## config.mk

```make
export PLATFORM = sky130hd
export DESIGN_NAME = ttl_step_sequencer
export DESIGN_NICKNAME = d
export VERILOG_FILES = /design/src/rtl/ttl_step_sequencer_pkg.sv /design/src/rtl/ttl_step_counter.sv /design/src/rtl/ttl_step_sequencer.sv
export SDC_FILE = /design/constraint.sdc
export NUM_CORES = 1
export LEC_CHECK = 0
export CELL_PAD_IN_SITES_DETAIL_PLACEMENT = 1
export CELL_PAD_IN_SITES_GLOBAL_PLACEMENT = 2
export CORE_MARGIN = 2
export CORE_UTILIZATION = 24
export DETAILED_ROUTE_END_ITERATION = 8
export GPL_TIMING_DRIVEN = 0
export HOLD_SLACK_MARGIN = 0.12
export PLACE_DENSITY = 0.65
export SYNTH_ARGS = -nofsm -noshare
export SYNTH_HDL_FRONTEND = slang
export SYNTH_HIERARCHICAL = 1
export SYNTH_SLANG_ARGS = --single-unit
```

## constraint.sdc

```tcl
create_clock -name Clk -period 1.5 [get_ports Clk]
set_input_delay 0.225 -clock Clk [delete_from_list [all_inputs] [get_ports Clk]]
set_output_delay 0.225 -clock Clk [all_outputs]
set_load 0.01 [all_outputs]
```

## src/rtl/ttl_step_sequencer_pkg.sv

```systemverilog
// Shared encodings and default sizing for the step sequencer
// and the downstream 3-to-8 step decoder.
package ttl_step_sequencer_pkg;

  localparam int STEP_W_DEF   = 3;
  localparam int MAX_STEP_DEF = 7;

  typedef enum logic [1:0] {
    ST_HALTED = 2'd0,
    ST_RUN    = 2'd1,
    ST_SINGLE = 2'd2
  } state_t;

endpackage

```

## src/rtl/ttl_step_counter.sv

```systemverilog
// 74161-style step counter: async clear, sync clear
// (priority over count) and count enable.
module ttl_step_counter
  import ttl_step_sequencer_pkg::*;
#(
  parameter int W = STEP_W_DEF
) (
  input  logic         i_clk,
  input  logic         i_rst_n,
  input  logic         i_clr,
  input  logic         i_en,
  output logic [W-1:0] o_q
);

  logic [W-1:0] r_q;

  always_ff @(posedge i_clk or negedge i_rst_n) begin
    if (!i_rst_n) begin
      r_q <= '0;
    end else if (i_clr) begin
      r_q <= '0;
    end else if (i_en) begin
      r_q <= r_q + 1'b1;
    end
  end

  assign o_q = r_q;

endmodule

```

## src/rtl/ttl_step_sequencer.sv

```systemverilog
// CPU timing-state generator feeding the step decoder.
// Define STEP_SEQ_TIMED_EN for 74LS-style output delays.
module ttl_step_sequencer
  import ttl_step_sequencer_pkg::*;
#(
  parameter int STEP_W   = STEP_W_DEF,
  parameter int MAX_STEP = MAX_STEP_DEF
) (
  input  logic              Clk,
  input  logic              Rst_n,
  input  logic              Run,
  input  logic              StepReq,
  input  logic              Ready,
  input  logic              EndInstr,
  output logic [STEP_W-1:0] Step,
  output logic              StepEn,
  output logic              InstrStart,
  output logic              Halted,
  output logic              Overrun
);

  localparam logic [STEP_W-1:0] LP_MAX =
    STEP_W'(MAX_STEP);

  state_t r_state;
  state_t w_state_nxt;

  logic r_step_en;
  logic r_instr_start;
  logic r_halted;
  logic r_overrun;

  logic              w_active;
  logic              w_adv;
  logic              w_at_max;
  logic              w_boundary;
  logic              w_ovr_set;
  logic              w_start_nxt;
  logic [STEP_W-1:0] w_step;

  assign w_active   = (r_state != ST_HALTED);
  assign w_adv      = w_active & Ready;
  assign w_at_max   = (w_step == LP_MAX);
  assign w_boundary = w_adv & (EndInstr | w_at_max);
  assign w_ovr_set  = w_adv & w_at_max & ~EndInstr;

  ttl_step_counter #(
    .W (STEP_W)
  ) u_cnt (
    .i_clk   (Clk),
    .i_rst_n (Rst_n),
    .i_clr   (w_boundary),
    .i_en    (w_adv),
    .o_q     (w_step)
  );

  always_comb begin
    w_state_nxt = r_state;
    w_start_nxt = 1'b0;
    unique case (r_state)
      ST_HALTED: begin
        if (Run) begin
          w_state_nxt = ST_RUN;
          w_start_nxt = 1'b1;
        end else if (StepReq) begin
          w_state_nxt = ST_SINGLE;
          w_start_nxt = 1'b1;
        end
      end
      ST_RUN, ST_SINGLE: begin
        if (w_boundary) begin
          if (Run) begin
            w_state_nxt = ST_RUN;
            w_start_nxt = 1'b1;
          end else begin
            w_state_nxt = ST_HALTED;
          end
        end
      end
      default: begin
        w_state_nxt = ST_HALTED;
      end
    endcase
  end

  always_ff @(posedge Clk or negedge Rst_n) begin
    if (!Rst_n) begin
      r_state       <= ST_HALTED;
      r_step_en     <= 1'b0;
      r_instr_start <= 1'b0;
      r_halted      <= 1'b1;
      r_overrun     <= 1'b0;
    end else begin
      r_state       <= w_state_nxt;
      r_step_en     <= (w_state_nxt != ST_HALTED);
      r_instr_start <= w_start_nxt;
      r_halted      <= (w_state_nxt == ST_HALTED);
      r_overrun     <= r_overrun | w_ovr_set;
    end
  end

`ifdef STEP_SEQ_TIMED_EN
  // Counter clock-to-Q plus enable gating delay.
  assign #(0:25:40) Step       = w_step;
  assign #(0:25:40) StepEn     = r_step_en;
  assign #(0:25:40) InstrStart = r_instr_start;
`else
  assign Step       = w_step;
  assign StepEn     = r_step_en;
  assign InstrStart = r_instr_start;
`endif

  assign Halted  = r_halted;
  assign Overrun = r_overrun;

endmodule

```

==> run metrics, run 1 <==
Setup CP Type reg -> reg; final setup margin -0.0715 ns; fin crit share 1.05; number of global-route vias before repair 395; Max Slew Vio Count 0; Inserted Diodes 0; Routed WL per cell 11.7 microns; crit-path max FO 4; Rel. slew slack 0.733; failing checks negative setup slack; I/O pin cnt 13; Mapped Cells 42; Post-route DRC 0; GPL Wtd Cong 0.734; Max Fclk between 0.6 and 0.7 GHz; Initial Utilization 0.260; Overflow after GRT 0; status finished with violations; maxcap violations 0; vias per inst ~4.5; die area 0.00226 sq mm; Max VDD drop 0.845 mV; Tot Pwr 1.54 mW; Total GRT Usage 0.113; Fillers 208; Yosys Warn Count 6; Worst-path clk slew 0.06 ns; Seq/Total Area, Yosys 0.499; H-tree depth 1; number of DRC markers in iteration 0 2; post-layout util 0.411; WP data arrival 1.72 ns; Nets 75; CTS Sinks 9; Critical-path top delay cell dfrtp_1; Skew-Pair Late Insertion Delay 0.26 ns; cts bufs inserted 3; worst slack, placed -0.318 ns; Mapped Area roughly 450 sq um; min cycle time layout 1.57 ns; Final Hold Viols 0; worst slew pin tran 0.400 ns; RSZ-0062 raised after global routing yes; die width 47.5 microns; Pleak roughly 0.34 nW; CTS tree done; Worst Hold Class in -> async; Routed Antenna Nets 0; Die Y 47.5 microns; pwr/cell area 2140 mW/mm^2; Worst Skew 0.00822 ns; largest net degree at the start of global routing 10; worst-case clock buffer depth 2; number of distinct library cells after synthesis 20; Setup-failing EPs final 3; synthesized flop and latch total 9; initial antenna violation count 0; crit start category flop; Req. time, crit path 1.65 ns; synth-to-layout area growth 57.9%; core footprint 0.00175 sq mm; Setup crit start r_state[1]; placed wire-length estimate 776 microns; IO Port Bufs 12; Root Driver clkbuf_4; TritonRoute pass-1 iters 2; R2R Path Start r_state[1]; Via Count between 400 and 500; final WL 1060 microns; first-pass GRT wire length between 1500 and 2000 microns; Mapped Nets 51; share of cells above drive strength 1 0.354; worst-path cell chain inv_2 > ha_4 > nand2b_4 > o211a_1 > a311o_1 > or2_1; kind of end point of the critical path flop; Cell Rows 15; mean post-synth cell area 10.8 sq um; Max stage delay on crit path 0.39 ns
per-layer routing:
| layer | GRT usage | vias to the layer above | wire [microns] |
|---|---|---|---|
| met3 | 0.0717 | 0 | 55 |
| li1 | - | 197 | - |
| met1 | 0.129 | 194 | 474 |
| met5 | 0 | - | 0 |
| met2 | 0.176 | 12 | 526 |
| met4 | 0.0333 | 0 | 0 |
where the power goes:
| part | leakage [nW] | switching (mW) | internal (mW) |
|---|---|---|---|
| clock | 0.0150 | 0.0761 | 0.102 |
| sequential | 0.107 | 0.0934 | 0.377 |
| combinational | 0.216 | 0.364 | 0.523 |
| total | 0.338 | 0.533 | 1.00 |
sequential cells by signal (all words and copies together) (netlist names):
register,count
Halted,1
StepEn,1
u_cnt/o_q,3
InstrStart,1
Overrun,1
r_state,2
final timing paths:
| kind | cells after the start | slack, ns | to |
|---|---|---|---|
| max | 6 | -0.07 | StepEn |
| min | 1 | 0.26 | InstrStart |
| max reg2reg | 6 | -0.07 | StepEn |
| min reg2reg | 1 | 0.48 | Overrun |
| max in group asynchronous | 1 | 0.92 | Halted |
| min in group Clk | 1 | 0.48 | Overrun |
final cells by class:
cell class | count | area (sq um) | area share
timing repair buffer | 19 | 174 | 0.243
multi-input combinational | 29 | 239 | 0.333
sequential | 9 | 231 | 0.323
tap | 25 | 31.3 | 0.0436
inverter | 4 | 15.0 | 0.0209
clock buffer | 4 | 26.3 | 0.0366
cells in the mapped netlist, drive strengths merged:
| master | number | area share |
|---|---|---|
| a41o | 1 | 0.022 |
| xnor2 | 1 | 0.019 |
| dfstp | 1 | 0.058 |
| a21oi | 5 | 0.055 |
| nor2 | 5 | 0.041 |
| nor2b | 1 | 0.014 |
| or2 | 1 | 0.014 |
| a311o | 1 | 0.022 |
| dfrtp | 8 | 0.44 |
| a31oi | 1 | 0.014 |
| nand3b | 1 | 0.017 |
| a21bo | 1 | 0.022 |
| o211ai | 2 | 0.033 |
| o211a | 1 | 0.022 |
| inv | 4 | 0.033 |
| mux2i | 1 | 0.022 |
| nand2b | 3 | 0.058 |
| nor3 | 1 | 0.011 |
| ha | 3 | 0.083 |
cell families (layout without fill, tap and decap cells):
| family | Yosys count | in the layout | share of synthesized area |
|---|---|---|---|
| adder cells (fa/ha/maj) | 3 | 3 | 0.0827 |
| multiplexers | 1 | 1 | 0.0220 |
| XOR/XNOR | 1 | 1 | 0.0193 |
| buffers and inverters | 4 | 27 | 0.0330 |
| AND/OR/NAND/NOR | 12 | 12 | 0.154 |
| flip-flops | 9 | 9 | 0.499 |
| AO/OA/AOI/OAI | 12 | 12 | 0.190 |
what timing repair did:
item | 4_1_cts | 5_1_grt
setup buffers | 5 | 2
hold buffers | 0 | 0
setup endpoints to repair | 6 | 8
resized for setup | 2 | 6
pin swaps | 3 | 1
worst max-delay path: cells and delay by family (launching register included):
kind	cells	cell delay [ns]
compound gates	2	0.51
buf+inv	1	0.06
simple gates	2	0.35
flops	1	0.39
fa+ha+maj	1	0.15
layout by cell type, fill, tap and decap left out, types with 2 or more instances in the layout:
master           instances
o211ai_1                 2
dfrtp_1                  4
buf_4                    7
nor2_1                   5
a21oi_1                  5
nand2b_1                 2
ha_1                     2
inv_2                    3
dfrtp_2                  4
clkbuf_4                 3
clkdlybuf4s50_1         10
stage by stage:
step	setup TNS, ns	hold WS [ns]	cell area (sq um)	cells
final	-0.132	0.259	717	90
after global routing	-0.429	0.269	717	90
after CTS	-0.402	0.262	689	88
after detailed placement	-0.566	0.473	626	79
after global placement	-0.600	0.466	626	79
after floorplan	-0.0460	-0.0706	474	42
No activity file was read; power rests on OpenSTA's default activity.
==> run 2, diff against run 1 <==
Settings changed: CORE_UTILIZATION 24 to 26, CTS_BUF_LIST from default to sky130_fd_sc_hd__clkbuf_8, PLACE_DENSITY 0.65 to 0.7.
==> run 2 against run 1 <==
- the flow still finishes with violations (negative setup slack)
- via count down 3.0%
- die area fell by 7.1%
- register-to-register slack got worse by 0.02 ns
- sequential share of layout area shrank 0.92 points
- core utilization rose by 1.7 points
- non-clock buffer count is the same
- design area increased by 0.70%
- clock power is 53% higher
==> run metrics, run 2 (synthesis gave the netlist of run 1 again) <==
status finished with violations; failing checks negative setup slack; vias per inst 4.77; most frequent cells in the layout clkdlybuf4s50_1, dfrtp_1, buf_4, a21oi_1, nor2_1; min cycle time layout 1.59 ns; Max Slew Vio Count 0; Skew-Pair Late Insertion Delay 0.23 ns; Initial Utilization 0.269; Die Y 45.8 microns; Root Driver clkbuf_8; placed wire-length estimate 784 microns; share of cells above drive strength 1 0.308; R2R Path Start r_state[0]; Setup CP Type reg -> reg; core footprint about 0.0017 sq mm; CTS tree done; Overflow after GRT 0; IO Port Bufs 12; Setup-failing EPs final 3; multi-input logic area 235 sq um; Cell Rows 15; Routed WL per cell 12.8 microns; Rel. slew slack 0.723; Req. time, crit path 1.61 ns; Max Fclk 0.627 GHz; TritonRoute pass-1 iters 1; Pleak 0.349 nW; number of global-route vias before repair 401; Post-route DRC 0; number of DRC markers in iteration 0 0; Fillers 192; maxcap violations 0; largest net degree at the start of global routing 10; Setup crit start r_state[0]; GPL Wtd Cong 0.715; Inserted Diodes 0; Worst-path clk slew about 0.04 ns; Register Area approximately 230 sq um; crit-path max FO 4; Min Hold Slack 0.299 ns; kind of end point of the critical path flop; Fin Setup TNS -0.181 ns; Worst Skew 0.000499 ns; RSZ-0062 raised after global routing yes; Post-Layout Inst Area 722 sq um; final WL roughly 1100 microns; Post-CTS Hold Buffers 0; Max VDD drop 0.849 mV; Total GRT Usage 0.120; first-pass GRT wire length 1750 microns; final setup margin -0.0945 ns; Worst Hold Class in -> async; CTS Sinks 9; pwr/cell area 2240 mW/mm^2; worst slew pin tran 0.414 ns; worst-case clock buffer depth 2; fin crit share 1.06; Tot Pwr 1.62 mW; synth-to-layout area growth 59.0%; I/O pin cnt 13; die area 0.00210 sq mm; WP data arrival 1.71 ns; Area after DPL roughly 620 sq um; Via Count 391; crit start category flop; H-tree depth 1; die width 45.8 microns; Nets 75; commonest non-fill, non-tap cell in the layout clkdlybuf4s50_1; Largest register FFs 3; initial antenna violation count 0; Final Hold Viols 0; Routed Antenna Nets 0; cts bufs inserted 3
[run 2: layout make-up]
| type | instances | area share |
|---|---|---|
| flip-flops and latches | 9 | 0.314 |
| clock buffers | 3 | 0.0572 |
| clock inverters | 1 | 0.00693 |
| inverters | 4 | 0.0243 |
| multi-input cells | 29 | 0.326 |
| repair buffers | 19 | 0.243 |
| well taps | 17 | 0.0295 |
[run 2: final timing paths]
kind                       slack (ns)           end  cells after the start
max                             -0.09        StepEn                      6
min                              0.30  u_cnt/o_q[2]                      1
max reg2reg                     -0.09        StepEn                      6
min reg2reg                      0.47       Overrun                      1
max in group asynchronous        0.88        Halted                      1
min in group Clk                 0.47       Overrun                      1
[run 2: critical path, cell delays in order (launching register included)]
cell      delay (ns)
dfrtp_1         0.42
inv_2           0.07
ha_4            0.16
nand2b_4        0.15
o211a_1         0.20
a311o_1         0.29
or2_1           0.21
[run 2: stage by stage]
step	util	instances	setup slack (ns)
after floorplan	-	42	-0.0460
after global placement	0.364	71	-0.300
after detailed placement	0.364	71	-0.297
after CTS	0.423	82	-0.142
after global routing	0.427	82	-0.182
final	0.427	82	-0.0945
[run 2: what timing repair did]
| action | 4_1_cts | 5_1_grt |
|---|---|---|
| resized for setup | 1 | 3 |
| endpoints found under the setup margin | 3 | 8 |
| hold endpoints to repair | 0 | 0 |
| pin swaps | 3 | 1 |
| setup buffers | 7 | 0 |
[run 2: per-layer routing]
metal | track usage | vias to the layer above | wire length [microns]
met5 | 0 | - | 0
met4 | 0.0171 | 0 | 0
met3 | 0.0675 | 0 | 64
met2 | 0.180 | 7 | 494
met1 | 0.155 | 189 | 492
li1 | - | 195 | -
[run 2: report_power, final]
part	total [mW]	switching (mW)	internal [mW]
Sequential	0.463	0.0944	0.369
Combinational	0.884	0.358	0.526
Clock	0.272	0.0918	0.181
==> run 3, diff against run 2 <==
Settings changed: TNS_END_PERCENT from default to 5.
==> run 3 against run 2 <==
- the flow still finishes with violations (negative setup slack)
- count of clock-buffer cells in the layout unchanged
- combinational power about the same
- power unchanged
- sequential power hardly changed
- core utilization did not move
- setup slack did not move
- routed wire length stayed put
- critical endpoint unchanged
- largest power group unchanged
==> run metrics, run 3 (synthesis gave the netlist of run 1 again) <==
WP data arrival around 1.7 ns; Worst Hold Class in -> async; final WL 1050 microns; fin crit share 1.06; pwr/cell area 2240 mW/mm^2; die area 0.00210 sq mm; Setup CP Type reg -> reg; largest net degree at the start of global routing 10; status finished with violations; Max Slew Vio Count 0; Min Hold Slack ~0.3 ns; I/O pin cnt 13; Die Y 45.8 microns; Post-CTS Hold Buffers 0; Max VDD drop 0.849 mV; Root Driver clkbuf_8; share of cells above drive strength 1 0.308; maxcap violations 0; IO Port Bufs 12; RSZ-0062 raised after global routing yes; Fillers 192; worst slew pin tran approximately 0.41 ns; Nets 75; Routed Antenna Nets 0; cts bufs inserted 3; Rel. slew slack 0.723; CTS tree done; crit start category flop; worst-case clock buffer depth 2; worst slack, placed -0.297 ns; kind of end point of the critical path flop; global-route met1 utilization 0.155; Via Count slightly below 400; met3 Usage GRT 0.0675; Total GRT Usage 0.120; die width 45.8 microns; Inserted Diodes 0; Worst-path clk slew 0.04 ns; number of global-route vias before repair ~400; Worst Skew 0.000499 ns; Post-route DRC 0; Cell Rows 15; most frequent cells in the layout clkdlybuf4s50_1, dfrtp_1, buf_4, a21oi_1, nor2_1; failing checks negative setup slack; Routed WL per cell between 10 and 15 microns; synth-to-layout area growth 59.0%; CTS Sinks 9; Overflow after GRT 0; Skew-Pair Late Insertion Delay approximately 0.23 ns; Initial Utilization 0.269; GR Util met2 0.180; Tot Pwr between 1.5 and 2 mW; crit-path max FO 4; first-pass GRT wire length 1750 microns; final setup margin -0.0945 ns; grt peak-use layer met2; H-tree depth 1; number of DRC markers in iteration 0 0; Final Hold Viols 0; multi-input logic area around 240 sq um; core footprint approximately 0.0017 sq mm; placed wire-length estimate 784 microns; Max Fclk 0.627 GHz; TritonRoute pass-1 iters 1; Req. time, crit path 1.61 ns; vias per inst 4.77; post-layout util 0.427; commonest non-fill, non-tap cell in the layout clkdlybuf4s50_1; GPL Wtd Cong 0.715; Largest register FFs 3; Pleak between 0.3 and 0.4 nW; Register Area ~230 sq um; min cycle time layout 1.59 ns; initial antenna violation count 0; Setup-failing EPs final 3
run 3: cell counts in the layout (fill, tap and decap cells not counted):
No cell type changed its count.
run 3: routing by layer:
metal  wire (microns)  up-vias
met5                0        -
met4                0        0
met3               64        0
met2              494        7
met1              492      189
li1                 -      195
run 3: critical path: stages (launching register included):
cell      delay, ns
dfrtp_1        0.42
inv_2          0.07
ha_4           0.16
nand2b_4       0.15
o211a_1        0.20
a311o_1        0.29
or2_1          0.21
run 3: worst paths after layout:
path,from,endpoint,slack (ns),cells after the start
max,r_state[0],StepEn,-0.09,6
min,Rst_n,u_cnt/o_q[2],0.30,1
max reg2reg,r_state[0],StepEn,-0.09,6
min reg2reg,Overrun,Overrun,0.47,1
max in group asynchronous,Rst_n,Halted,0.88,1
min in group Clk,Overrun,Overrun,0.47,1
run 3: stage by stage:
| stage | instance area [sq um] | TNS (ns) | instances |
|---|---|---|---|
| after floorplan | 474 | -0.0460 | 42 |
| after global placement | 616 | -0.532 | 71 |
| after detailed placement | 616 | -0.542 | 71 |
| after CTS | 714 | -0.332 | 82 |
| after global routing | 722 | -0.571 | 82 |
| final | 722 | -0.181 | 82 |
run 3: report_power, final:
group          internal, mW  switching (mW)  total, mW  leakage [nW]
logic                 0.526           0.358      0.884         0.211
clock network         0.181          0.0918      0.272        0.0255
registers             0.369          0.0944      0.463         0.112
total                  1.07           0.545       1.62         0.349
run 3: final cells by class:
type,count,share of cell area
Clock buffer,3,0.0572
Clock inverter,1,0.00693
Inverter,4,0.0243
Multi-Input combinational cell,29,0.326
Sequential cell,9,0.314
Tap cell,17,0.0295
Timing Repair Buffer,19,0.243
run 3: repair_timing:
item	in CTS	in global routing
cloned	0	0
pin swaps	3	1
hold endpoints to repair	0	0
setup endpoints to repair	3	8
setup buffers	7	0
resized for setup	1	3
